`src/rtl/wb_arb_pkg.sv`:
```
// Shared types and constants for the Wishbone round-robin arbiter.
// The state encoding and counter widths live here so schedulers built on wb_rr_pick agree on them.
package wb_arb_pkg;

  typedef enum logic [1:0] {
    ST_IDLE  = 2'd0,
    ST_GRANT = 2'd1,
    ST_ERR   = 2'd2
  } arb_state_e;

  localparam int WD_W   = 16;
  localparam int TCNT_W = 8;

  // Saturating increment for the abort counter: sticks at all-ones.
  function automatic logic [TCNT_W-1:0] sat_inc(input logic [TCNT_W-1:0] v);
    return (&v) ? v : v + TCNT_W'(1);
  endfunction

endpackage

```
`src/rtl/wb_rr_pick.sv`:
```
// Combinational round-robin selector: first set request scanning upward from last+1, wrapping.
// Works by rotating the request vector down, taking the lowest set bit, and rotating the pick back.
module wb_rr_pick #(
  parameter int NM = 2,
  parameter int LW = 1
) (
  input  logic [NM-1:0] req_i,
  input  logic [LW-1:0] last_i,
  output logic [NM-1:0] pick_o,
  output logic          vld_o
);

  localparam int SW = LW + 1;

  logic [SW-1:0] sh;
  logic [NM-1:0] rot;
  logic [NM-1:0] prot;

  always_comb begin
    // Shift of last+1 never exceeds NM, so a doubled vector covers every rotation.
    sh   = {1'b0, last_i} + SW'(1);
    rot  = NM'({req_i, req_i} >> sh);
    prot = '0;
    for (int p = NM - 1; p >= 0; p--) begin
      if (rot[p]) begin
        prot    = '0;
        prot[p] = 1'b1;
      end
    end
    pick_o = NM'(({prot, prot} << sh) >> NM);
    vld_o  = |req_i;
  end

endmodule

```
`src/rtl/wb_rr_arbiter.sv`:
```
// Round-robin Wishbone B4 classic arbiter: NM masters share one slave, grant held for a whole cyc.
// A watchdog aborts slave accesses that never ack with a one-cycle err and counts the aborts.
module wb_rr_arbiter #(
  parameter int NM      = 2,
  parameter int AW      = 32,
  parameter int DW      = 32,
  parameter int TIMEOUT = 255
) (
  input  logic                 wb_clk_i,
  input  logic                 wb_rst_i,
  input  logic [NM-1:0]        m_cyc_i,
  input  logic [NM-1:0]        m_stb_i,
  input  logic [NM-1:0]        m_we_i,
  input  logic [NM*AW-1:0]     m_adr_i,
  input  logic [NM*DW-1:0]     m_dat_i,
  input  logic [NM*DW/8-1:0]   m_sel_i,
  output logic [NM-1:0]        m_ack_o,
  output logic [NM-1:0]        m_err_o,
  output logic [DW-1:0]        m_dat_o,
  output logic                 s_cyc_o,
  output logic                 s_stb_o,
  output logic                 s_we_o,
  output logic [AW-1:0]        s_adr_o,
  output logic [DW-1:0]        s_dat_o,
  output logic [DW/8-1:0]      s_sel_o,
  input  logic                 s_ack_i,
  input  logic [DW-1:0]        s_dat_i,
  output logic [NM-1:0]        grant_o,
  output logic [7:0]           timeout_cnt_o
);
  import wb_arb_pkg::*;

  localparam int LW  = (NM > 1) ? $clog2(NM) : 1;
  localparam int SLW = DW / 8;

  arb_state_e          state_q, state_d;
  logic [NM-1:0]       grant_q, grant_d;
  logic [LW-1:0]       last_q, last_d;
  logic [WD_W-1:0]     wd_q, wd_d;
  logic [TCNT_W-1:0]   tcnt_q, tcnt_d;

  logic [NM-1:0]       pick;
  logic                pick_vld;
  logic [LW-1:0]       pick_idx;

  logic                mx_cyc, mx_stb, mx_we;
  logic [AW-1:0]       mx_adr;
  logic [DW-1:0]       mx_dat;
  logic [SLW-1:0]      mx_sel;
  logic                wd_exp;

  wb_rr_pick #(
    .NM (NM),
    .LW (LW)
  ) u_pick (
    .req_i  (m_cyc_i),
    .last_i (last_q),
    .pick_o (pick),
    .vld_o  (pick_vld)
  );

  always_comb begin
    pick_idx = last_q;
    for (int k = 0; k < NM; k++) begin
      if (pick[k]) pick_idx = LW'(k);
    end
  end

  // Granted master's bus, selected by the one-hot grant (all zero when nobody owns the slave).
  always_comb begin
    mx_cyc = |(m_cyc_i & grant_q);
    mx_stb = |(m_stb_i & grant_q);
    mx_we  = |(m_we_i & grant_q);
    mx_adr = '0;
    mx_dat = '0;
    mx_sel = '0;
    for (int k = 0; k < NM; k++) begin
      if (grant_q[k]) begin
        mx_adr = m_adr_i[k*AW +: AW];
        mx_dat = m_dat_i[k*DW +: DW];
        mx_sel = m_sel_i[k*SLW +: SLW];
      end
    end
  end

  // An ack in the expiry cycle wins over the abort.
  assign wd_exp = mx_stb && !s_ack_i && (wd_q == WD_W'(TIMEOUT - 1));

  always_ff @(posedge wb_clk_i or posedge wb_rst_i) begin
    if (wb_rst_i) begin
      state_q <= ST_IDLE;
      grant_q <= '0;
      last_q  <= LW'(NM - 1);
      wd_q    <= '0;
      tcnt_q  <= '0;
    end else begin
      state_q <= state_d;
      grant_q <= grant_d;
      last_q  <= last_d;
      wd_q    <= wd_d;
      tcnt_q  <= tcnt_d;
    end
  end

  always_comb begin
    state_d = state_q;
    grant_d = grant_q;
    last_d  = last_q;
    wd_d    = wd_q;
    tcnt_d  = tcnt_q;
    unique case (state_q)
      ST_IDLE: begin
        wd_d = '0;
        if (pick_vld) begin
          grant_d = pick;
          last_d  = pick_idx;
          state_d = ST_GRANT;
        end
      end
      ST_GRANT: begin
        if (s_ack_i)     wd_d = '0;
        else if (mx_stb) wd_d = wd_q + WD_W'(1);
        if (!mx_cyc) begin
          grant_d = '0;
          state_d = ST_IDLE;
        end else if (wd_exp) begin
          state_d = ST_ERR;
        end
      end
      ST_ERR: begin
        // Release unconditionally; a master still holding cyc is re-arbitrated.
        tcnt_d  = sat_inc(tcnt_q);
        wd_d    = '0;
        grant_d = '0;
        state_d = ST_IDLE;
      end
      default: begin
        grant_d = '0;
        state_d = ST_IDLE;
      end
    endcase
  end

  always_comb begin
    s_cyc_o = 1'b0;
    s_stb_o = 1'b0;
    s_we_o  = 1'b0;
    s_adr_o = '0;
    s_dat_o = '0;
    s_sel_o = '0;
    m_ack_o = '0;
    m_err_o = '0;
    if (state_q == ST_GRANT) begin
      s_cyc_o = mx_cyc;
      s_stb_o = mx_stb;
      s_we_o  = mx_we;
      s_adr_o = mx_adr;
      s_dat_o = mx_dat;
      s_sel_o = mx_sel;
      m_ack_o = grant_q & {NM{s_ack_i}};
    end else if (state_q == ST_ERR) begin
      m_err_o = grant_q;
    end
  end

  assign m_dat_o       = s_dat_i;
  assign grant_o       = grant_q;
  assign timeout_cnt_o = tcnt_q;

endmodule
```
`config.mk`:
```
export PLATFORM = sky130hd
export DESIGN_NAME = wb_rr_arbiter
export DESIGN_NICKNAME = d
export VERILOG_FILES = /design/src/rtl/wb_arb_pkg.sv /design/src/rtl/wb_rr_pick.sv /design/src/rtl/wb_rr_arbiter.sv
export SDC_FILE = /design/constraint.sdc
export NUM_CORES = 1
export LEC_CHECK = 0
export ABC_AREA = 0
export CORE_AREA = 2 2 115 117
export DETAILED_ROUTE_END_ITERATION = 7
export DIE_AREA = 0 0 117 119
export SYNTH_ARGS = -nofsm -noshare
export SYNTH_HDL_FRONTEND = slang
export SYNTH_SLANG_ARGS = --single-unit
```
`constraint.sdc`:
```
create_clock -name wb_clk_i -period 5.3 [get_ports wb_clk_i]
set_clock_uncertainty 0.2 [all_clocks]
set_input_delay 0.795 -clock wb_clk_i [delete_from_list [all_inputs] [get_ports wb_clk_i]]
set_output_delay 0.795 -clock wb_clk_i [all_outputs]
set_load 0.1 [all_outputs]
```
==> run summary <==
Status -> finished, final reports clean
Post-synth EDFFs -> 0
Die X -> 117 um
Syn_nets -> 548
Worst-skew pair later-pin latency -> 0.27 ns
Worst slew margin -> 24.22%
Setup TNS -> 0 ns
Crit end category -> primary output
Hold WS -> 0.2889 ns
FILL cells -> 1338
VDD IR max -> 270.0 uV
Cell Area, Synth -> 2724 um2
Mapped Avg Cell Area -> 7.402 um2
Fin crit period -> 4.213 ns
DRC -> 0
Synth async-reset ratio -> 100.0%
Post-layout util -> 39.13%
PortBufs -> 229
Area after DPL -> 4891 um2
Largest net degree at the start of global routing -> 77
Startpoint types -> flip-flop
Leakage power -> 1.870 nW
CTS tree -> yes
HP Class -> flip-flop to flip-flop
Routed wire length -> 12670 um
RSZ-0062 raised after global routing -> no
Global-route usage over all layers -> 17.18%
Wirelength per Cell -> 17.57 um
WP data required -> 4.30 ns
Share of layout cells above drive strength 1 -> 2.385%
Area Growth Syn to Fin -> 84.93%
Core Area -> 12870 um2
FP Rows -> 42
Worst R2R Start -> grant_o[1]
Post-CTS setup buffer count -> 0
Gate Count Post-Synth -> 368
MaxCap Viol Count -> 0
Slew Viols, Final -> 0
Slew at the pin closest to its max-slew limit -> 1.135 ns
Dpl cells -> 713
Ys flop type -> dfrtp_1
Crit Path Category -> flip-flop to primary output
CTS Buf Count -> 5
Die Y-Extent -> 119 um
Finished Cell Area -> 5037 um2
Number of cells on the worst reg-to-reg path -> 5
Number of diodes -> 0
Clock Pin Slew Worst Setup and Hold Paths -> 0.05 ns
Sequential element share of the synthesized area -> 26.69%
# resized after CTS -> 0
Distinct cells, synth -> 42
GR Overflow Total -> 0
Crit. Startpoint -> grant_o[0]
Fin crit share -> 79.49%
Clock Path Buffers -> 2
Final ANT Viol Nets -> 0
Worst R2R End -> wd_q[15]
Vias/cell -> 4.889
Die area -> 13920 um2
Hold-fix buffers, CTS -> 0
Vias post-DR -> 3525
Clock H-tree levels -> 2
Hpwl dp -> 10510 um
Final Net Count -> 724
Final GP Congestion -> 0.8276
Number of iterations in the first detailed-routing pass -> 5
CTS Sinks -> 29
Min-delay src -> wd_q[15]
Worst EP arrival -> 3.22 ns
Achievable Freq -> 0.2374 GHz
Reg2Reg Setup Slack -> 2.46 ns
Worst hold endpoint -> wd_q[15]
Starting DRT DRC Count -> 250
Final hold violations -> 0
Clock Tree Root -> clkbuf_16
Initial antenna violation count -> 0
# setup viols final -> 0
Vias in the first global route -> 3365
Non-filler instance count after layout -> 721
Yosys warnings -> 0
#FFs+latches synth -> 29
CP Max Fanout -> 68
First-pass GRT wire length -> 18330 um
PwrDens -> 565.6 nW/um2
I/O pin total -> 294
Hold depth -> 1
Starting Density -> 21.16%
[Yosys cell counts, types with 4 or more instances]
cell	number	area [um2]
xnor2_1	4	35.03
a31oi_1	8	50.05
clkbuf_1	26	97.59
and3_1	6	37.54
nor2_1	77	289.0
a21oi_1	7	35.03
nand2_1	14	52.55
o21ai_0	13	65.06
nor2b_1	4	25.02
nand4_1	7	43.79
buf_4	32	240.2
nand3_1	11	55.05
or3_1	4	25.02
a22oi_1	70	525.5
dfrtp_1	28	700.7
inv_1	7	26.28
nor3_1	6	30.03
[where the power goes]
group	switching (mW)	internal, mW	leakage, nW	total, mW
Sequential	0.0337	0.241	0.396	0.275
Clock	0.0916	0.186	0.0712	0.278
Combinational	1.76	0.532	1.40	2.30
Total	1.89	0.960	1.87	2.85
[logic make-up after synthesis]
| family | count (synthesis) | share of synthesized area, % |
|---|---|---|
| AOI/OAI and AO/OA | 116 | 30.36 |
| xor gates and xnor gates | 6 | 1.929 |
| adders and majority gates | 3 | 1.378 |
| buffers and inverters | 69 | 14.52 |
| DFF | 29 | 26.69 |
| muxes | 1 | 0.4134 |
| and+or+nand+nor | 144 | 24.71 |
[metrics by stage]
stage          setup WS, ns  power [mW]
3_5_place_dp          1.402       2.579
6_report              1.087       2.849
2_1_floorplan        0.9901       2.104
3_3_place_gp          1.391       2.569
5_1_grt              0.9898       2.958
4_1_cts               1.166       2.860
[worst max-delay path, stage by stage, from the launching register on]
cell and delay [ns]:
dfrtp_1 0.52, nor2b_4 0.20, buf_4 0.52, a22oi_1 0.16, nor2_1 0.29, clkdlybuf4s50_1 1.21
[sequential cells by signal, summed over array words and instances (netlist names)]
name / cells
grant_o: 2
wd_q: 16
state_q: 2
timeout_cnt_o: 8
last_q: 1
[worst max-delay path by stage]
stage | endpoint | slack (ns) | cells past startpoint
floorplan | s_adr_o[11] | 0.99 | 6
CTS | s_dat_o[0] | 1.17 | 5
global placement | s_stb_o | 1.39 | 4
global route | s_dat_o[0] | 0.99 | 5
detailed placement | s_stb_o | 1.40 | 4
finish | s_dat_o[0] | 1.09 | 5
[cell usage in the layout (no fill, tap or decap), types with 3 or more instances in the layout]
cell               n
and3_1             6
nor3_1             6
nor2_1            77
nand4_1            7
or3_1              4
dfrtp_1           27
nand3_1           11
a31oi_1            8
and2_1             3
a41oi_1            3
clkbuf_16          5
nand2_1           14
xnor2_1            4
nor2b_1            3
a22oi_1           70
and4_1             3
nand2b_1           3
a21oi_1            7
inv_1              7
a21o_1             3
a22o_1             3
ha_1               3
o21ai_0           13
clkdlybuf4s50_1  229
[per-layer routing]
layer  up-vias  global-route usage, %  wire length (um)
li1       1670                      -                 -
met1      1644                  23.29              5532
met2       200                  26.84              5731
met3        11                  4.631              1199
met4         0                  4.559               206
met5         -                      0                 0
[cell type report]
| class | count | area, um2 | area share [%] |
|---|---|---|---|
| timing repair buffer | 231 | 2307 | 45.80 |
| multi-input combinational | 270 | 1609 | 31.94 |
| sequential | 29 | 728.2 | 14.46 |
| tap | 176 | 220.2 | 4.372 |
| clock buffer | 8 | 146.4 | 2.906 |
| inverter | 7 | 26.28 | 0.5216 |
(Power assumes the default switching activity.)
